[config.mk]
export PLATFORM = sky130hd
export DESIGN_NAME = image_pixel_streamer
export DESIGN_NICKNAME = d
export VERILOG_FILES = /design/src/rtl/img_pkg.sv /design/src/rtl/image_pixel_streamer_pix_pos_counter.sv /design/src/rtl/image_pixel_streamer.sv
export SDC_FILE = /design/constraint.sdc
export NUM_CORES = 1
export LEC_CHECK = 0
export ABC_AREA = 1
export CORE_MARGIN = 2
export CORE_UTILIZATION = 50
export CTS_BUF_LIST = sky130_fd_sc_hd__clkbuf_8
export CTS_CLUSTER_SIZE = 28
export DETAILED_ROUTE_END_ITERATION = 10
export GPL_ROUTABILITY_DRIVEN = 1
export GPL_TIMING_DRIVEN = 0
export HOLD_SLACK_MARGIN = 0.02
export PLACE_DENSITY = 0.72
export REMOVE_ABC_BUFFERS = 1
export SYNTH_ARGS = -nofsm -noshare
export SYNTH_HDL_FRONTEND = slang
export SYNTH_SLANG_ARGS = --single-unit
[constraint.sdc]
create_clock -name clk -period 2 [get_ports clk]
set_clock_uncertainty 0.05 [all_clocks]
set_input_delay 0.2 -clock clk [delete_from_list [all_inputs] [get_ports clk]]
set_output_delay 0.2 -clock clk [all_outputs]
set_load 0.01 [all_outputs]
[src/rtl/img_pkg.sv]
// rtl/img_pkg.sv - shared constants, types and state encoding for the image pixel path
package img_pkg;

  localparam int IMG_W     = 640;
  localparam int IMG_H     = 480;
  localparam int ADDR_W    = 19;
  localparam int PIX_W     = 8;
  localparam int WORD_W    = 16;
  localparam int FRAME_PIX = IMG_W * IMG_H;

  typedef logic [PIX_W-1:0]  pix_t;
  typedef logic [ADDR_W-1:0] addr_t;
  typedef logic [WORD_W-1:0] word_t;

  typedef enum logic [1:0] {
    IDLE,
    LOAD,
    STREAM,
    DONE
  } stream_state_t;

endpackage

[src/rtl/image_pixel_streamer_pix_pos_counter.sv]
// rtl/image_pixel_streamer_pix_pos_counter.sv - raster x/y counters with sof/eol/eof decode
module pix_pos_counter #(
  parameter int IMG_W = 640,
  parameter int IMG_H = 480,
  parameter int XW    = (IMG_W > 1) ? $clog2(IMG_W) : 1,
  parameter int YW    = (IMG_H > 1) ? $clog2(IMG_H) : 1
) (
  input  logic          clk,
  input  logic          rst_n,
  input  logic          clr,
  input  logic          en,
  input  logic          valid,
  output logic [XW-1:0] x,
  output logic [YW-1:0] y,
  output logic          sof,
  output logic          eol,
  output logic          eof
);

  logic last_x;
  logic last_y;

  assign last_x = (x == XW'(IMG_W - 1));
  assign last_y = (y == YW'(IMG_H - 1));

  // Advance one pixel per enable; x wraps at end of line, y wraps at end of frame.
  always_ff @(posedge clk or negedge rst_n) begin
    if (!rst_n) begin
      x <= '0;
      y <= '0;
    end else if (clr) begin
      x <= '0;
      y <= '0;
    end else if (en) begin
      if (last_x) begin
        x <= '0;
        y <= last_y ? '0 : y + YW'(1);
      end else begin
        x <= x + XW'(1);
      end
    end
  end

  // Framing flags only mean something while a pixel is being offered.
  assign sof = valid & (x == '0) & (y == '0);
  assign eol = valid & last_x;
  assign eof = valid & last_x & last_y;

endmodule

[src/rtl/image_pixel_streamer.sv]
// rtl/image_pixel_streamer.sv - walks the image ROM two pixels per word and emits a framed 8-bit stream
module image_pixel_streamer
  import img_pkg::stream_state_t, img_pkg::word_t,
         img_pkg::IDLE, img_pkg::LOAD, img_pkg::STREAM, img_pkg::DONE;
#(
  parameter int IMG_W  = 640,
  parameter int IMG_H  = 480,
  parameter int ADDR_W = 19
) (
  input  logic              clk,
  input  logic              rst_n,
  input  logic              start,
  input  logic              abort,
  output logic [ADDR_W-1:0] rom_addr,
  input  logic [15:0]       rom_data,
  output logic [7:0]        pix_data,
  output logic              pix_valid,
  input  logic              pix_ready,
  output logic              pix_sof,
  output logic              pix_eol,
  output logic              pix_eof,
  output logic              busy,
  output logic              done
);

  localparam int XW = (IMG_W > 1) ? $clog2(IMG_W) : 1;
  localparam int YW = (IMG_H > 1) ? $clog2(IMG_H) : 1;

  stream_state_t state;
  word_t         word_buf;
  logic          sel;
  logic          hs;
  logic          cnt_clr;
  logic          cnt_en;
  logic [XW-1:0] unused_x;
  logic [YW-1:0] unused_y;

  assign hs = pix_valid & pix_ready;

  // Counters restart whenever a frame is launched or cancelled; abort beats the handshake.
  assign cnt_clr = abort | ((state == IDLE) & start);
  assign cnt_en  = hs & ~abort;

  pix_pos_counter #(
    .IMG_W (IMG_W),
    .IMG_H (IMG_H),
    .XW    (XW),
    .YW    (YW)
  ) u_pos (
    .clk   (clk),
    .rst_n (rst_n),
    .clr   (cnt_clr),
    .en    (cnt_en),
    .valid (pix_valid),
    .x     (unused_x),
    .y     (unused_y),
    .sof   (pix_sof),
    .eol   (pix_eol),
    .eof   (pix_eof)
  );

  // The high byte is the earlier pixel in raster order.
  assign pix_data = sel ? word_buf[7:0] : word_buf[15:8];

  // Frame sequencer: rom_addr always points at the next word to fetch, so the
  // second-pixel handshake can refill the buffer without a bubble.
  always_ff @(posedge clk or negedge rst_n) begin
    if (!rst_n) begin
      state     <= IDLE;
      rom_addr  <= '0;
      word_buf  <= '0;
      sel       <= 1'b0;
      pix_valid <= 1'b0;
      busy      <= 1'b0;
      done      <= 1'b0;
    end else if (abort && (state != IDLE)) begin
      state     <= IDLE;
      rom_addr  <= '0;
      sel       <= 1'b0;
      pix_valid <= 1'b0;
      busy      <= 1'b0;
      done      <= 1'b0;
    end else begin
      case (state)
        IDLE: begin
          done <= 1'b0;
          if (start && !abort) begin
            state    <= LOAD;
            rom_addr <= '0;
            busy     <= 1'b1;
          end
        end
        LOAD: begin
          word_buf  <= rom_data;
          sel       <= 1'b0;
          rom_addr  <= rom_addr + ADDR_W'(2);
          pix_valid <= 1'b1;
          state     <= STREAM;
        end
        STREAM: begin
          if (hs) begin
            if (pix_eof) begin
              state     <= DONE;
              pix_valid <= 1'b0;
              done      <= 1'b1;
            end else if (!sel) begin
              sel <= 1'b1;
            end else begin
              word_buf <= rom_data;
              rom_addr <= rom_addr + ADDR_W'(2);
              sel      <= 1'b0;
            end
          end
        end
        DONE: begin
          done  <= 1'b0;
          busy  <= 1'b0;
          state <= IDLE;
        end
        default: state <= IDLE;
      endcase
    end
  end

endmodule

== Yosys cells after proc, flatten, opt, wreduce, memory -nomap -nowiden ==
Index checks and enable logic that the tools add are counted.

* Register bits: 60
* Input port bits: 21
* Output and inout port bits: 33

* $add $sub $neg: 3
* Eq/ne operators: 13
* Mux-type cells: 39
* Bitwise logic cells: 10
* Reductions and logical operators: 23

{| class="wikitable"
|+ Operators with widths
! kind !! count
|-
| 19-bit two-way mux || 5
|-
| 19-bit one-hot mux with 3 select lines || 1
|-
| 16-bit two-way mux || 3
|-
| 9-bit two-way mux || 4
|-
| 16-bit one-hot mux with 2 select lines || 1
|-
| 10-bit two-way mux || 3
|-
| 19-bit by 2-bit adder with 19-bit output, second input constant || 1
|-
| 1-bit two-way mux || 12
|-
| 3-bit inequality test, second input constant || 4
|-
| 3-bit AND reduction || 4
|-
| 10-bit by 1-bit adder with 10-bit output, second input constant || 1
|-
| 10-bit equality test, second input constant || 1
|-
| 10-bit zero test || 1
|-
| 5-bit AND reduction || 2
|-
| 9-bit by 1-bit adder with 9-bit output, second input constant || 1
|-
| 9-bit equality test, second input constant || 1
|-
| 9-bit zero test || 1
|-
| 3-bit nonzero test || 3
|-
| 2-bit two-way mux || 4
|-
| 8-bit two-way mux || 1
|-
| 1-bit one-hot mux with 2 select lines || 4
|-
| 2-bit one-hot mux with 4 select lines || 1
|-
| 2-bit nonzero test || 4
|-
| 1-bit AND || 7
|-
| 12 further kinds || 18
|}

== Depth between registers and ports, before layout ==
* Depth in word-level cells: 7
* Depth in mapped cells: 11

== Cells and area by module ==
A second synthesis with hierarchy kept.

* Cell total of the unflattened synthesis: 489
* Area, all modules: 3,525.9 µm²

{| class="wikitable"
|+ By module, submodules not included
! module !! times used !! cells an instance !! area an instance (µm²) !! seq. area each (µm²)
|-
| image_pixel_streamer || 1 || 316 || 2,292.2 || 1,001.0
|-
| pix_pos_counter || 1 || 173 || 1,233.7 || 475.5
|}

== Worst setup path before layout ==
No wires, ideal clock.

* Path type: reg2reg
* Start: register state[0]
* End: register word_buf[6]
* Arrival time: 1.603 ns
* Data required time: 1.824 ns
* Slack: 0.221 ns
* Cell stages (with the launch flop): 11
* Buffers on the path: 1
* Cell sequence: dfrtp_1 > inv_1 > ha_1 > inv_1 > nor2_2 > inv_1 > nor2_1 > o21ai_4 > buf_4 > nand2_1 > o21ai_0

* Longest elaborated chain between the ends: 4
* Elaborated cells on any way between the ends: 11
* Those cells by class: 5 x eq/ne; 1 x mux; 1 x bitwise; 4 x reduce/logical

{| class="wikitable"
|+ RTL lines
! what !! RTL line !! text
|-
| start, declared || image_pixel_streamer.sv:29 || <nowiki>stream_state_t state;</nowiki>
|-
| start signal, assigned || image_pixel_streamer.sv:69 || <nowiki>state <= IDLE;</nowiki>
|-
| start signal, assigned || image_pixel_streamer.sv:77 || <nowiki>state <= IDLE;</nowiki>
|-
| start signal, assigned || image_pixel_streamer.sv:88 || <nowiki>state <= LOAD;</nowiki>
|-
| branches (longest 4 deep; another with 5-bit AND reduction) || -- ||
|-
| end signal, assigned || image_pixel_streamer.sv:94 || <nowiki>word_buf <= rom_data;</nowiki>
|-
| end signal, assigned || image_pixel_streamer.sv:109 || <nowiki>word_buf <= rom_data;</nowiki>
|-
| end, declared || image_pixel_streamer.sv:30 || <nowiki>word_t word_buf;</nowiki>
|}

Several ways; the timed one is not identified.
A chain may end at the register's enable or synchronous reset.

== Final worst setup path ==
* Start: register u_pos.x[0]
* End: output port pix_eof

* Longest elaborated chain between the ends: 3

{| class="wikitable"
|+ RTL lines
! what !! RTL line !! text
|-
| start, declared || image_pixel_streamer_pix_pos_counter.sv:13 || <nowiki>output logic [XW-1:0] x,</nowiki>
|-
| start signal, assigned || image_pixel_streamer_pix_pos_counter.sv:39 || <nowiki>x <= x + XW'(1);</nowiki>
|-
| 10-bit equality test || image_pixel_streamer_pix_pos_counter.sv:23 || <nowiki>assign last_x = (x == XW'(IMG_W - 1));</nowiki>
|-
| 1-bit AND (2 in series) || image_pixel_streamer_pix_pos_counter.sv:47 || <nowiki>assign eof = valid & last_x & last_y;</nowiki>
|-
| end, declared || image_pixel_streamer.sv:21 || <nowiki>output logic pix_eof,</nowiki>
|}

No other way between the ends.

==> out/summary.log <==
qor: power.worst_ir_drop_vdd 843 uV
qor: global_route.initial_antenna_violation_count 0
qor: synth.synthDominantCellAreaShare 0.424
qor: synth.synthesis.yosys.warnings 0
qor: critical_path.crit_fanout 4
qor: cts.cts.sinks 59
qor: drt.detail-route-antenna-nets 0
qor: final_layout.final.fill_count 584
qor: synth.postSynth.topFlopCell sky130_fd_sc_hd__dfrtp_1
qor: critical_path.timing_worst_setup_path_type flip-flop to output pin
qor: power.power_leakage 2.09 nW
qor: cts.clockBufferDepth 2
qor: status.run_status completed
qor: power.p_total 4.90 mW
qor: synth.synth_most_common_cell sky130_fd_sc_hd__nand2_1
qor: timing.tns 0 ps
qor: global_route.gr-usage-all-layers 0.239
qor: drt.drt-total-wl 8540 microns
qor: critical_path.slack_of_the_worst_reg_to_reg_path 150 ps
qor: critical_path.critical_path.startpoint_type flip-flop
qor: floorplanning.area_of_the_die 0.00765 sq mm
qor: place.placement.io_buffers 52
qor: timing.finalWorstPathRequiredPeriod 1910 ps
qor: synth.synthArstFlopShare 1.00
qor: floorplanning.floorplan.core_area 0.00676 sq mm
qor: place.finalWeightedCongestion 0.837
qor: synth.synthesis.instances 485
qor: synth.syn_area 0.00348 sq mm
qor: global_route.grt_overflow 0
qor: critical_path.worst_setup_path_end_kind output pin
qor: critical_path.arrival 1660 ps
qor: timing.hold-worst-slack 349 ps
qor: floorplanning.placement_rows 30
qor: place.post_place_cells 608
qor: final_layout.stdcell_count 637
qor: cts.cts_inserted_buffers 9
qor: job.timing.max_cap.violations 0
qor: final_layout.finalInstanceArea 0.00446 sq mm
qor: cts.clock_latency 340 ps
qor: floorplanning.floorplan.initialDensity 0.516
qor: place.detailedPlace.worstSlack -444 ps
qor: synth.synth_top_area_cell sky130_fd_sc_hd__dfrtp_1
qor: synth.ys_seq_area_frac 0.424
qor: worst_hold_path.min-delay-path-class input pin to flip-flop
qor: critical_path.worst-endpoint-required 1750 ps
qor: timing.worst-slew-pin-transition 724 ps
qor: final_layout.antenna_cells_inserted 0
qor: power.total_power_per_unit_cell_area 1100 mW/mm^2
qor: place.place.detailed.hpwl 5730 microns
qor: drt.post_route_drc 0
qor: drt.dr.first_iter.drc_count 207
qor: timing.drv_slew 0
qor: cts.cts-htree-levels 3
qor: final_layout.layout_cell_share_with_drive_strength_beyond_1 0.124
qor: timing.final.period_utilization 0.956
qor: timing.fmaxAchievable 0.523 GHz
qor: drt.route.detailed.wl_per_inst 13.4 microns
qor: global_route.first_pass_grt_wire_length 14400 microns
qor: place.place_area 0.00406 sq mm
qor: timing.postLayoutSetupSlackWorst 88.2 ps
qor: timing.hold_viol 0
qor: final_layout.finish.utilization 0.660
qor: timing.rsz0062_at_grt true
qor: drt.dr.pass1.iters 4
qor: drt.via_per_inst 5.32
qor: synth.cell_variety_after_synth 33
qor: drt.detailroute.via_count 3392
qor: cts.root_buffer sky130_fd_sc_hd__clkbuf_8
qor: timing.finalSetupViolations 0
qor: cts.clk_transition_reported_paths 60 ps
qor: synth.synth_area_leaders sky130_fd_sc_hd__dfrtp_1 (42%), sky130_fd_sc_hd__nand2_1 (16%), sky130_fd_sc_hd__inv_1 (7.7%)
qor: cts.tritoncts done
qor: synth.syn_area_per_cell 7.18 sq um
qor: timing.max_slew_margin 0.517
qor: global_route.grt_pass1_vias 3175
qor: synth.post_synth_most_frequent_cells sky130_fd_sc_hd__nand2_1 (153), sky130_fd_sc_hd__inv_1 (71), sky130_fd_sc_hd__dfrtp_1 (59)
qor: final_layout.syn_to_final_growth 28.0%
qor: floorplanning.vertical_extent_of_the_die 87.5 microns
qor: synth.synth_enable_flop_cells 0
qor: floorplanning.die_x 87.5 microns
qor: global_route.grt_start_max_net_pins 31
qor: final_layout.finalNetCount 583
qor: floorplanning.top_level_ports 54
qor: synth.ys_ff_latch 59
==> layer usage <==
metal  track usage  vias to the layer above  share of wire
li1              -                     1691              -
met1         0.325                     1596           0.47
met2         0.381                       93           0.47
met3        0.0427                       12          0.049
met4        0.0867                        0          0.017
met5             0                        -              0
==> critical path: stages (launching register included) <==
cell                      delay [ps]
sky130_fd_sc_hd__dfrtp_1         380
sky130_fd_sc_hd__ha_2            200
sky130_fd_sc_hd__nand2_2          80
sky130_fd_sc_hd__nor2_4          130
sky130_fd_sc_hd__nand2_4          90
sky130_fd_sc_hd__nor2_4          150
sky130_fd_sc_hd__nand2_4         110
sky130_fd_sc_hd__inv_2            80
sky130_fd_sc_hd__buf_6            90
==> state kept, by name, indices dropped and copies added (netlist names) <==
register / flops
busy: 1
done: 1
pix_valid: 1
rom_addr: 18
sel: 1
state: 2
u_pos.x: 10
u_pos.y: 9
word_buf: 16
==> final cells by class <==
| type | instances | area, sq um | share of cell area |
|---|---|---|---|
| multi-input combinational | 346 | 1830 | 0.411 |
| sequential | 59 | 1480 | 0.332 |
| timing repair buffer | 64 | 612 | 0.137 |
| inverter | 73 | 277 | 0.0620 |
| clock buffer | 10 | 138 | 0.0309 |
| tap | 80 | 100 | 0.0224 |
| clock inverter | 5 | 22.5 | 0.00505 |
==> cell families after synthesis <==
family | Yosys count | share of synthesized area
AO/OA/AOI/OAI | 71 | 0.114
buffers and inverters | 83 | 0.0959
AND/OR/NAND/NOR | 256 | 0.318
adder cells (fa/ha/maj) | 9 | 0.0323
other | 1 | 0.00108
flip-flops | 59 | 0.424
XOR/XNOR | 6 | 0.0151
==> cell usage in the layout (no fill, tap or decap), drive strengths merged <==
cell           netlist  routed
o211a                1       1
conb                 1       1
inv                 71      74
o2111ai              1       1
nor2                40      40
o31ai                1       1
o21bai               4       4
o21a                 1       1
nor4                 1       1
nand2              155     155
a21oi                9       9
xor2                 6       6
clkbuf               2      11
nor3b                2       2
or2                  4       4
clkdlybuf4s50        0      48
and2                 2       2
nand4               18      18
buf                  8      14
o21ai               53      54
nand3               26      28
dlygate4sd3          0       1
nor3                 8       8
o22ai                1       1
dfrtp               59      59
ha                   9       9
clkinv               2       4
==> worst paths after layout <==
check                                   startpoint                       to  cells after the start
setup / recovery            u_pos.x[0]$_DFFE_PN0P_                  pix_eof                      8
hold / removal                         rom_data[1]  word_buf[1]$_DFFE_PN0P_                      3
setup reg to reg            u_pos.x[0]$_DFFE_PN0P_  word_buf[0]$_DFFE_PN0P_                      9
hold reg to reg            word_buf[9]$_DFFE_PN0P_  word_buf[9]$_DFFE_PN0P_                      2
max in group asynchronous                    rst_n  rom_addr[1]$_DFFE_PN0P_                      3
min in group asynchronous                    rst_n   u_pos.y[5]$_DFFE_PN0P_                      2
==> repair_timing <==
item,in CTS,in global routing
cloned,2,1
setup buffers,2,8
endpoints found under the hold margin,29,0
resized for setup,22,29
pin swaps,3,8
setup endpoints to repair,51,53
hold buffers,1,0
==> power breakdown <==
part | switching [mW] | internal (mW)
Clock | 0.461 | 0.460
Sequential | 0.206 | 1.46
Combinational | 1.42 | 0.898
Total | 2.08 | 2.82
No activity file was read; power rests on OpenSTA's default activity.
